## config.mk

```make
export PLATFORM = sky130hd
export DESIGN_NAME = alu_exec_unit
export DESIGN_NICKNAME = d
export VERILOG_FILES = /design/src/rtl/alu_exec_unit.sv
export SDC_FILE = /design/constraint.sdc
export NUM_CORES = 1
export LEC_CHECK = 0
export CAP_MARGIN = 25
export CORE_UTILIZATION = 28
export DETAILED_ROUTE_END_ITERATION = 16
export SETUP_SLACK_MARGIN = 0.2
export SLEW_MARGIN = 10
export SYNTH_ARGS = -nofsm -noshare
export SYNTH_HDL_FRONTEND = slang
export SYNTH_SLANG_ARGS = --single-unit
```

## constraint.sdc

```tcl
create_clock -name clk -period 4.07 [get_ports clk]
set_clock_uncertainty 0.15 [all_clocks]
set_input_delay 0.814 -clock clk [delete_from_list [all_inputs] [get_ports clk]]
set_output_delay 0.814 -clock clk [all_outputs]
set_load 0.01 [all_outputs]
```

## src/rtl/alu_exec_unit.sv

```systemverilog
`timescale 1ns/1ps
// ---------------------------------------------------------------------------
// alu_exec_unit
//
// Execute-stage ALU with a two-stage pipeline and valid/ready handshakes on
// both sides.
//   S1 captures the operands, op code and destination index of an accepted
//      packet.
//   S2 captures the ALU result, zero flag, illegal-op flag and destination
//      index. It holds them stable until the downstream side accepts them.
// A flush empties both stages. A saturating counter tracks how many results
// have been handed off downstream.
//
// Ports
//   clk          rising-edge clock
//   rst          synchronous, active-high reset
//   flush        discard every in-flight packet (branch mispredict)
//   in_valid     upstream packet valid
//   in_ready     unit can accept a packet this cycle
//   in_op        ALU op: ADD, SUB, AND, OR, XOR, SLT (signed); 110/111 reserved
//   in_a, in_b   operands
//   in_rd        destination register index
//   out_valid    result packet valid
//   out_ready    downstream accepts the result
//   out_result   ALU result
//   out_zero     out_result == 0
//   out_illegal  packet carried a reserved op
//   out_rd       destination index travelling with the packet
//   op_count     saturating count of completed handoffs
// ---------------------------------------------------------------------------
module alu_exec_unit #(
    parameter int unsigned XLEN = 32,
    parameter int unsigned RDW  = 5,
    parameter int unsigned CNTW = 16
) (
    input  logic            clk,
    input  logic            rst,
    input  logic            flush,
    input  logic            in_valid,
    output logic            in_ready,
    input  logic [2:0]      in_op,
    input  logic [XLEN-1:0] in_a,
    input  logic [XLEN-1:0] in_b,
    input  logic [RDW-1:0]  in_rd,
    output logic            out_valid,
    input  logic            out_ready,
    output logic [XLEN-1:0] out_result,
    output logic            out_zero,
    output logic            out_illegal,
    output logic [RDW-1:0]  out_rd,
    output logic [CNTW-1:0] op_count
);

    typedef enum logic [2:0] {
        OP_ADD = 3'b000,
        OP_SUB = 3'b001,
        OP_AND = 3'b010,
        OP_OR  = 3'b011,
        OP_XOR = 3'b100,
        OP_SLT = 3'b101
    } alu_op_e;

    // -----------------------------------------------------------------
    // Stage 1: operand registers
    // -----------------------------------------------------------------
    logic            s1_valid_q, s1_valid_d;
    logic [XLEN-1:0] s1_a_q,     s1_a_d;
    logic [XLEN-1:0] s1_b_q,     s1_b_d;
    logic [2:0]      s1_op_q,    s1_op_d;
    logic [RDW-1:0]  s1_rd_q,    s1_rd_d;

    // -----------------------------------------------------------------
    // Stage 2: result registers (drive out_* directly)
    // -----------------------------------------------------------------
    logic            s2_valid_q,   s2_valid_d;
    logic [XLEN-1:0] s2_result_q,  s2_result_d;
    logic            s2_zero_q,    s2_zero_d;
    logic            s2_illegal_q, s2_illegal_d;
    logic [RDW-1:0]  s2_rd_q,      s2_rd_d;

    // Completed-operation counter
    logic [CNTW-1:0] cnt_q, cnt_d;

    // -----------------------------------------------------------------
    // Stage control
    // -----------------------------------------------------------------
    logic s2_free;
    logic s1_adv;
    logic in_fire;
    logic handoff;

    // in_ready depends on out_ready combinationally so that a full pipe
    // whose head is leaving this cycle can still accept a new packet.
    assign s2_free  = !s2_valid_q || out_ready;
    assign s1_adv   = s1_valid_q && s2_free;
    assign in_ready = !s1_valid_q || s1_adv;
    assign in_fire  = in_valid && in_ready;
    assign handoff  = s2_valid_q && out_ready;

    // -----------------------------------------------------------------
    // ALU, evaluated on the S1 contents
    // -----------------------------------------------------------------
    logic [XLEN-1:0] alu_result;
    logic            alu_illegal;
    logic            alu_slt;

    assign alu_slt = ($signed(s1_a_q) < $signed(s1_b_q));

    always_comb begin
        alu_result  = '0;
        alu_illegal = 1'b0;
        case (s1_op_q)
            OP_ADD:  alu_result = s1_a_q + s1_b_q;
            OP_SUB:  alu_result = s1_a_q - s1_b_q;
            OP_AND:  alu_result = s1_a_q & s1_b_q;
            OP_OR:   alu_result = s1_a_q | s1_b_q;
            OP_XOR:  alu_result = s1_a_q ^ s1_b_q;
            OP_SLT:  alu_result = XLEN'(alu_slt);
            // Reserved ops still travel through the pipe and get counted;
            // they only carry a zero result and the illegal flag.
            default: begin
                alu_result  = '0;
                alu_illegal = 1'b1;
            end
        endcase
    end

    // -----------------------------------------------------------------
    // Next-state logic
    // -----------------------------------------------------------------
    always_comb begin
        s1_valid_d   = s1_valid_q;
        s1_a_d       = s1_a_q;
        s1_b_d       = s1_b_q;
        s1_op_d      = s1_op_q;
        s1_rd_d      = s1_rd_q;
        s2_valid_d   = s2_valid_q;
        s2_result_d  = s2_result_q;
        s2_zero_d    = s2_zero_q;
        s2_illegal_d = s2_illegal_q;
        s2_rd_d      = s2_rd_q;
        cnt_d        = cnt_q;

        if (flush) begin
            // Drops everything, including a stalled S2 and any packet
            // offered this cycle. Data registers keep stale contents;
            // they are qualified by the cleared valids.
            s1_valid_d = 1'b0;
            s2_valid_d = 1'b0;
        end else begin
            if (s2_free) begin
                s2_valid_d = s1_valid_q;
                if (s1_valid_q) begin
                    s2_result_d  = alu_result;
                    s2_zero_d    = (alu_result == '0);
                    s2_illegal_d = alu_illegal;
                    s2_rd_d      = s1_rd_q;
                end
            end
            if (in_ready) begin
                s1_valid_d = in_valid;
                if (in_fire) begin
                    s1_a_d  = in_a;
                    s1_b_d  = in_b;
                    s1_op_d = in_op;
                    s1_rd_d = in_rd;
                end
            end
        end

        // A handoff in a flush cycle still completes, so the counter is
        // outside the flush branch.
        if (handoff && (cnt_q != '1)) begin
            cnt_d = cnt_q + CNTW'(1);
        end
    end

    // -----------------------------------------------------------------
    // State registers
    // -----------------------------------------------------------------
    always_ff @(posedge clk) begin
        if (rst) begin
            s1_valid_q   <= 1'b0;
            s1_a_q       <= '0;
            s1_b_q       <= '0;
            s1_op_q      <= '0;
            s1_rd_q      <= '0;
            s2_valid_q   <= 1'b0;
            s2_result_q  <= '0;
            s2_zero_q    <= 1'b0;
            s2_illegal_q <= 1'b0;
            s2_rd_q      <= '0;
            cnt_q        <= '0;
        end else begin
            s1_valid_q   <= s1_valid_d;
            s1_a_q       <= s1_a_d;
            s1_b_q       <= s1_b_d;
            s1_op_q      <= s1_op_d;
            s1_rd_q      <= s1_rd_d;
            s2_valid_q   <= s2_valid_d;
            s2_result_q  <= s2_result_d;
            s2_zero_q    <= s2_zero_d;
            s2_illegal_q <= s2_illegal_d;
            s2_rd_q      <= s2_rd_d;
            cnt_q        <= cnt_d;
        end
    end

    // -----------------------------------------------------------------
    // Outputs
    // -----------------------------------------------------------------
    assign out_valid   = s2_valid_q;
    assign out_result  = s2_result_q;
    assign out_zero    = s2_zero_q;
    assign out_illegal = s2_illegal_q;
    assign out_rd      = s2_rd_q;
    assign op_count    = cnt_q;

endmodule

```

Yosys cells after proc, flatten, opt, wreduce, memory -nomap -nowiden
Cells that the tools add are included.
Widths: inputs -> output; s select.
{"block": "word_totals", "ff_bits": 129, "output_inout_bits": 57, "wordCells": 41}
{"block": "classes", "add_sub_neg": 3, "order_cmp": 1, "eq_ne": 6, "mux": 2, "n_bitwise": 4, "n_reduce_logical": 14}
{"op": "$pmux 32 s6", "count": 1}
{"op": "$add 32x32->32", "count": 1}
{"op": "$and 32x32->32", "count": 1}
{"op": "$logic_not 32->1", "count": 1}
{"op": "$lt 32x32->1", "count": 1}
{"op": "$or 32x32->32", "count": 1}
{"op": "$sub 32x32->32", "count": 1}
{"op": "$xor 32x32->32", "count": 1}
{"op": "$add 16x1->16 const B", "count": 1}
{"op": "$ne 16x16->1 const B", "count": 1}
{"op": "$eq 3x2->1 const B", "count": 2}
{"op": "$eq 3x3->1 const B", "count": 2}
{"op": "$reduce_and 3->1", "count": 2}
{"op": "$reduce_or 6->1", "count": 1}
{"op": "$logic_and 1x1->1", "count": 4}
{"op": "$eq 3x1->1 const B", "count": 1}
{"op": "$logic_not 3->1", "count": 1}
{"op": "$logic_not 1->1", "count": 2}
{"op": "$logic_or 1x1->1", "count": 2}
{"op": "$reduce_or 2->1", "count": 1}
{"op": "$mux 1", "count": 1}
{"op": "$not 1->1", "count": 1}

Logic depth before layout (Yosys ltp)
Gate-level depths: netlist (run 1).
{"block": "depth", "word_depth": 6, "ltp_mapped": 15}

Worst setup path before layout (run 1)
OpenSTA, ideal clock, no wires.
{"block": "synth_path", "kind": "reg-to-reg", "startpoint": "reg s1_a_q[0]", "endpoint": "reg s2_zero_q, in the netlist out_zero", "arrival_time_ns": 3.154, "path_slack_ns": 0.707, "path_stages_with_launch": 16, "path_cell_list": "dfxtp_1 -> inv_1 -> ha_1 -> inv_1 -> fa_1 -> nor2b_1 -> o221ai_2 -> a2111oi_2 -> o21ai_2 -> a2bb2oi_2 -> a311o_1 -> a221o_1 -> o31ai_2 -> nand4_1 -> and4bb_1 -> a41o_1"}
{"block": "synth_via", "elab_chain_len": 3}
{"item": "start: declaration", "line": "67", "source": "logic [XLEN-1:0] s1_a_q, s1_a_d;"}
{"item": "start signal: assignment", "line": "184", "source": "s1_a_q <= '0;"}
{"item": "start signal: assignment", "line": "196", "source": "s1_a_q <= s1_a_d;"}
{"item": "$sub 32x32->32, or another cell as far along", "line": "114", "source": "OP_SUB: alu_result = s1_a_q - s1_b_q;"}
{"item": "$pmux 32 s6 *", "line": "112", "source": "case (s1_op_q)"}
{"item": "$logic_not 32->1 *", "line": "155", "source": "s2_zero_d = (alu_result == '0);"}
{"item": "end signal: assignment", "line": "202", "source": "s2_zero_q <= s2_zero_d;"}
{"item": "end: declaration", "line": "77", "source": "logic s2_zero_q, s2_zero_d;"}
Every way passes the cells marked *; elsewhere a longest branch is shown, timed or not.
A chain may end at the register's enable or synchronous reset.

Final worst setup path (run 1)
Same ends and word-level chain as after synthesis.

==> results of run 1 <==
==> report_power, final <==
part / leakage [nW] / switching, mW / internal [mW] / total (mW)
clock network: 0.287 / 0.680 / 0.910 / 1.59
registers: 1.05 / 0.0420 / 1.31 / 1.35
logic: 3.58 / 0.672 / 0.487 / 1.16
==> state kept, by name, indices dropped and copies added, names as in the netlist <==
name and count:
s1_valid_q 1, out_result 32, out_illegal 1, s1_rd_q 5
out_zero 1, op_count 16, out_valid 1, out_rd 5
s1_b_q 32, s1_a_q 32, s1_op_q 3
==> stage by stage <==
| stage | power, mW | instances | util | instance area, µm² |
|---|---|---|---|---|
| finish | 4.097 | 2033 | 0.3696 | 13150 |
| global route | 4.282 | 2033 | 0.3696 | 13150 |
| CTS | 4.047 | 2024 | 0.3612 | 12850 |
| detailed placement | 2.429 | 1991 | 0.3434 | 12210 |
| global placement | 2.420 | 1991 | 0.3434 | 12210 |
| floorplan | 2.016 | 1419 | - | 10130 |
==> worst min-delay path by stage <==
stage          slack (ps)  cells past startpoint                     end               startpoint
2_1_floorplan         280                      2  out_rd[0]$_SDFFE_PP0P_  s1_rd_q[0]$_SDFFE_PP0P_
3_3_place_gp          290                      2  out_rd[1]$_SDFFE_PP0P_  s1_rd_q[1]$_SDFFE_PP0P_
3_5_place_dp          290                      2  out_rd[1]$_SDFFE_PP0P_  s1_rd_q[1]$_SDFFE_PP0P_
4_1_cts               300                      2  out_rd[1]$_SDFFE_PP0P_  s1_rd_q[1]$_SDFFE_PP0P_
5_1_grt               320                      2  out_rd[0]$_SDFFE_PP0P_  s1_rd_q[0]$_SDFFE_PP0P_
6_report              300                      2  out_rd[2]$_SDFFE_PP0P_  s1_rd_q[2]$_SDFFE_PP0P_
==> cell type report <==
class | instances | area share
multi-input combinational | 1099 | 0.5386
inverter | 102 | 0.02913
clock buffer | 17 | 0.03236
tap | 461 | 0.04388
clock inverter | 14 | 0.01180
timing repair buffer | 211 | 0.1475
sequential | 129 | 0.1966
==> cell families (layout without fill, tap and decap cells) <==
logic type / count (synthesis) / count (layout) / share of synthesized area
compound gates: 425 / 425 / 0.2756
xor+xnor: 30 / 30 / 0.02594
fa+ha+maj: 106 / 106 / 0.1324
buf+inv: 191 / 344 / 0.07300
flops: 129 / 129 / 0.2549
mux: 7 / 7 / 0.007041
simple gates: 531 / 531 / 0.2311
==> routing by layer <==
metal  share of wire  GRT usage  vias up
met2            0.45     0.3287      348
met4           0.023    0.06148        0
met3           0.055    0.03271       61
met1            0.47     0.2763     5219
li1                -          -     5242
met5               0          0        -
==> tightest hold or removal path: stages, from the launching register on <==
cell and delay, ps:
dfxtp_1 310, nand2_1 50, a21oi_1 50
==> cells in the final DEF (no fill, tap or decap), types with 17 or more instances in the layout <==
master,netlist,routed
nand3_1,24,24
nor2_1,133,133
o21ai_0,43,42
nand2_1,247,246
clkbuf_16,0,17
a21oi_1,173,166
a211oi_1,44,39
buf_4,1,77
dfxtp_1,129,127
ha_1,104,92
o211ai_1,17,17
nor3_1,31,31
clkdlybuf4s50_1,0,132
inv_1,95,94
==> timing repair <==
item                       in CTS  in global routing
setup buffers                   2                  9
pin swaps                       4                 13
setup endpoints to repair       2                  5
resized for setup               6                 51
==> qor.yml, run 1 <==
setup_tns_ps: 0
hold_viol: 0
multi_input_area_mm2: 0.007081
seqCellArea_mm2: 0.002585
cp_num_buf_inv: 2
via_per_inst: 5.347
ff2ff_path_depth: 15
gp_congestion: 0.9363
syn-num-nets: 1602
crit_end: "out_zero$_SDFFE_PP0P_"
coreArea_mm2: 0.03557
ys_async_sr_fraction: 0
first_pass_iters: 8
cts-buffers-inserted: 17
crit_slowest_cell: "a311o_1"
grt_pass1_vias: 10410
path_cells: "inv_2 > ha_2 > inv_1 > fa_2 > nor2b_2 > o221ai_4 > a2111oi_4 > o21ai_2 > a2bb2oi_2 > a311o_1 > a221o_1 > o31ai_4 > nand4_1 > and4bb_1 > a41o_1"
cts.htree.levels: 4
synthTopCellsByArea: "dfxtp_1, ha_1, nand2_1, a21oi_1, nor2_1"
die_w_um: 192.2
arrival_ps: 4010
worst_r2r_startpoint: "s1_a_q[0]$_SDFFE_PP0P_"
report.final.slew_viol_count: 0
grt_pass1_wl_mm: 58.19
path_max_fanout: 4
cp.depth: 15
ant_nets: 0
clk_pin_slew_ps: 70
dr.first_iter.drc_count: 916
cp-end-kind: "register"
dr_total_vias: 10870
synth_most_common_cell: "nand2_1"
worst_pin_slew_ps: 821.3
port_buffers: 133
leakagePower_nw: 4.916
final_layout_size_suffix_gt1_frac: 0.1164
synthToLayoutAreaGrowth_pct: 29.77
synth_top_area_share: 0.2549
period_minus_slack_ps: 3767
layout_setup_ws_ps: 303.4
synth-seq-area-share: 0.2549
status: "finished clean"
ir_drop_v: 0.0003015
ios: 134
hold_class: "register to register"
antenna_found_initial: 0
grt_max_degree: 76
reg2reg_slack_ps: 300
cp-start-kind: "register"
synth_edf_count: 0
syn_area_mm2: 0.01013
die_y_um: 192.2
clkLatencyLatePin_ps: 450
max_stage_delay_ps: 400
yosysUniqueCellTypes: 87
rows: 69
dpl.hpwl_mm: 28.04
setup_viol: 0
fillers: 3859
rsz0062_at_grt: "true"
cap_violations: 0
synth_common_cells: "nand2_1, a21oi_1, nor2_1, dfxtp_1, ha_1"
postSynthAreaPerCell_um2: 7.139
ys_ff_latch: 129
drcViolationCount: 0
timing.rr.end: "out_zero$_SDFFE_PP0P_"
required_ps: 4310
ctsHoldBuffers: 0
start_util: 0.2848
routed_wl_mm: 37.58
grt_use_total: 0.2037
diodes: 0
yosys.area.top_type: "dfxtp_1"
nets: 1743
cp_top_family: "compound AO/OA/AOI/OAI gates"
post_drt_wl_per_cell_um: 18.48
die_area_mm2: 0.03694
cellPowerDensity_mw_per_mm2: 311.7
cts_sinks: 129
clock_path_buffers: 2
pre_cts_ws_ps: -156.8
fmaxAchievable_mhz: 265.5
startpoint: "s1_a_q[0]$_SDFFE_PP0P_"
slew-limit-headroom: 0.4525
syn_inst: 1419
fin_crit_sh: 0.9254
ys_dominant_reg_cell: "dfxtp_1"
cts-root-buf: "clkbuf_16"
cts_tree: "yes"
yosys_warnings: 0
grt-ovfl-total: 0
worst_hold_slack_ps: 304.2
crit_type: "register to register"
No activity file was read; power rests on OpenSTA's default activity.
==> run 2: changes to the inputs <==
ABC_CLOCK_PERIOD_IN_PS = 4070   (was not set)
==> results of run 2 <==
Final layout, timing and power as in run 1 (identical DEF).
==> run 3: changes to the inputs <==
CELL_PAD_IN_SITES_DETAIL_PLACEMENT = 0   (was not set)
CELL_PAD_IN_SITES_GLOBAL_PLACEMENT = 2   (was not set)
CORE_UTILIZATION = 32   (was 28)
PLACE_DENSITY_LB_ADDON = 0.1   (was not set)
SKIP_CTS_REPAIR_TIMING = 1   (was not set)
==> qor.yml, run 3 (synthesis results as in run 1) <==
period_minus_slack_ps: 3742
arrival_ps: 3990
rows: 64
cts-buffers-inserted: 17
grt_pass1_wl_mm: 59.74
postPlaceCellArea_mm2: 0.01229
dr_total_vias: 10580
report.final.slew_viol_count: 0
ios: 134
layout_commonest_cell: "nand2_1"
cts-root-buf: "clkbuf_16"
status: "finished with violations"
gp_congestion: 0.8923
die_area_mm2: 0.03237
diodes: 0
ant_nets: 0
grt_max_degree: 78
via_per_inst: 5.329
routed_wl_mm: 38.33
port_buffers: 133
clock_path_buffers: 2
cp-end-kind: "register"
cap_violations: 0
cellPowerDensity_mw_per_mm2: 312.2
cp-start-kind: "register"
setup_viol: 0
p_int_mw: 2.741
cts.htree.levels: 4
hold_viol: 0
antenna_found_initial: 0
switching_share: 0.3348
dpl.hpwl_mm: 28.09
leakagePower_nw: 5.020
fin_area_mm2: 0.01320
clk_pin_slew_ps: 60
worst_r2r_startpoint: "s1_a_q[11]$_SDFFE_PP0P_"
hold_class: "register to register"
path_max_fanout: 6
power_frac_seq: 0.327
dr.first_iter.drc_count: 652
switchingPower_mw: 1.380
clockPowerShare: 0.389
die_w_um: 179.9
worst_pin_slew_ps: 879.2
post_drt_wl_per_cell_um: 19.31
startpoint: "s1_a_q[11]$_SDFFE_PP0P_"
start_util: 0.3286
cts_sinks: 129
slew-limit-headroom: 0.4139
fin_crit_sh: 0.9194
die_y_um: 179.9
ir_drop_v: 0.0003018
final_layout_size_suffix_gt1_frac: 0.1227
required_ps: 4320
power_mw: 4.121
layout_setup_ws_ps: 328.0
fillers: 3201
crit_type: "register to register"
rsz0062_at_grt: "true"
drcViolationCount: 3
cts_tree: "yes"
clkLatencyLatePin_ps: 450
grt_use_total: 0.2370
synthToLayoutAreaGrowth_pct: 30.30
fmaxAchievable_mhz: 267.2
min_from: "s1_rd_q[2]$_SDFFE_PP0P_"
grt-ovfl-total: 0
worst_hold_slack_ps: 300.7
grt_pass1_vias: 10370
final_cell_mix: "nand2_1, a21oi_1, nor2_1, clkdlybuf4s50_1, dfxtp_1"
combPwrFrac: 0.284
coreArea_mm2: 0.03083
failed_checks: "DRC"
first_pass_iters: 13
nets: 1759
pre_cts_ws_ps: -370.5
-- run 3: layer usage --
layer | vias to the layer above | part of all wire | GRT usage
li1 | 5282 | - | -
met5 | - | 0 | 0
met4 | 0 | 0.023 | 0.08724
met1 | 4979 | 0.48 | 0.3141
met2 | 275 | 0.44 | 0.3759
met3 | 43 | 0.051 | 0.05126
-- run 3: final cells by class --
cell class                      instances  area, µm²  area share
Clock inverter                         13      152.6     0.01157
Sequential cell                       129       2586      0.1959
Multi-Input combinational cell       1099       7069      0.5356
Tap cell                              396      495.5     0.03754
Clock buffer                           19      452.9     0.03432
Inverter                              102      382.9     0.02901
Timing Repair Buffer                  227       2059      0.1560
-- run 3: power by group through the flow --
stage               clock [mW]  combinational [mW]  sequential (mW)
floorplan                    0               0.647             1.37
global placement             0                1.09             1.37
detailed placement           0                1.08             1.38
CTS                       1.66                1.09             1.35
global route              1.70                1.27             1.36
finish                    1.60                1.17             1.35
-- run 3: worst paths after layout --
kind	slack, ps	end	cells after the start
setup reg to reg	330	out_zero$_SDFFE_PP0P_	15
hold reg to reg	300	out_rd[2]$_SDFFE_PP0P_	2
setup / recovery	330	out_zero$_SDFFE_PP0P_	15
hold / removal	300	out_rd[2]$_SDFFE_PP0P_	2
-- run 3: stage by stage --
step	setup TNS, ps	instances	util
floorplan	0	1419	-
global placement	-339.3	1947	0.3987
detailed placement	-370.5	1947	0.3987
CTS	0	1979	0.4183
global route	0	1985	0.4281
finish	0	1985	0.4281
-- run 3: worst max-delay path, stage by stage, from the launching register on --
cell	delay, ps
dfxtp_1	400
inv_1	60
ha_1	410
nand2_1	220
buf_4	200
nor3_1	230
a21oi_2	150
a31o_2	300
buf_4	150
o211a_1	190
o21ai_0	180
nand3_1	140
nor4_1	290
nand4_1	160
and4bb_1	280
a41o_1	170
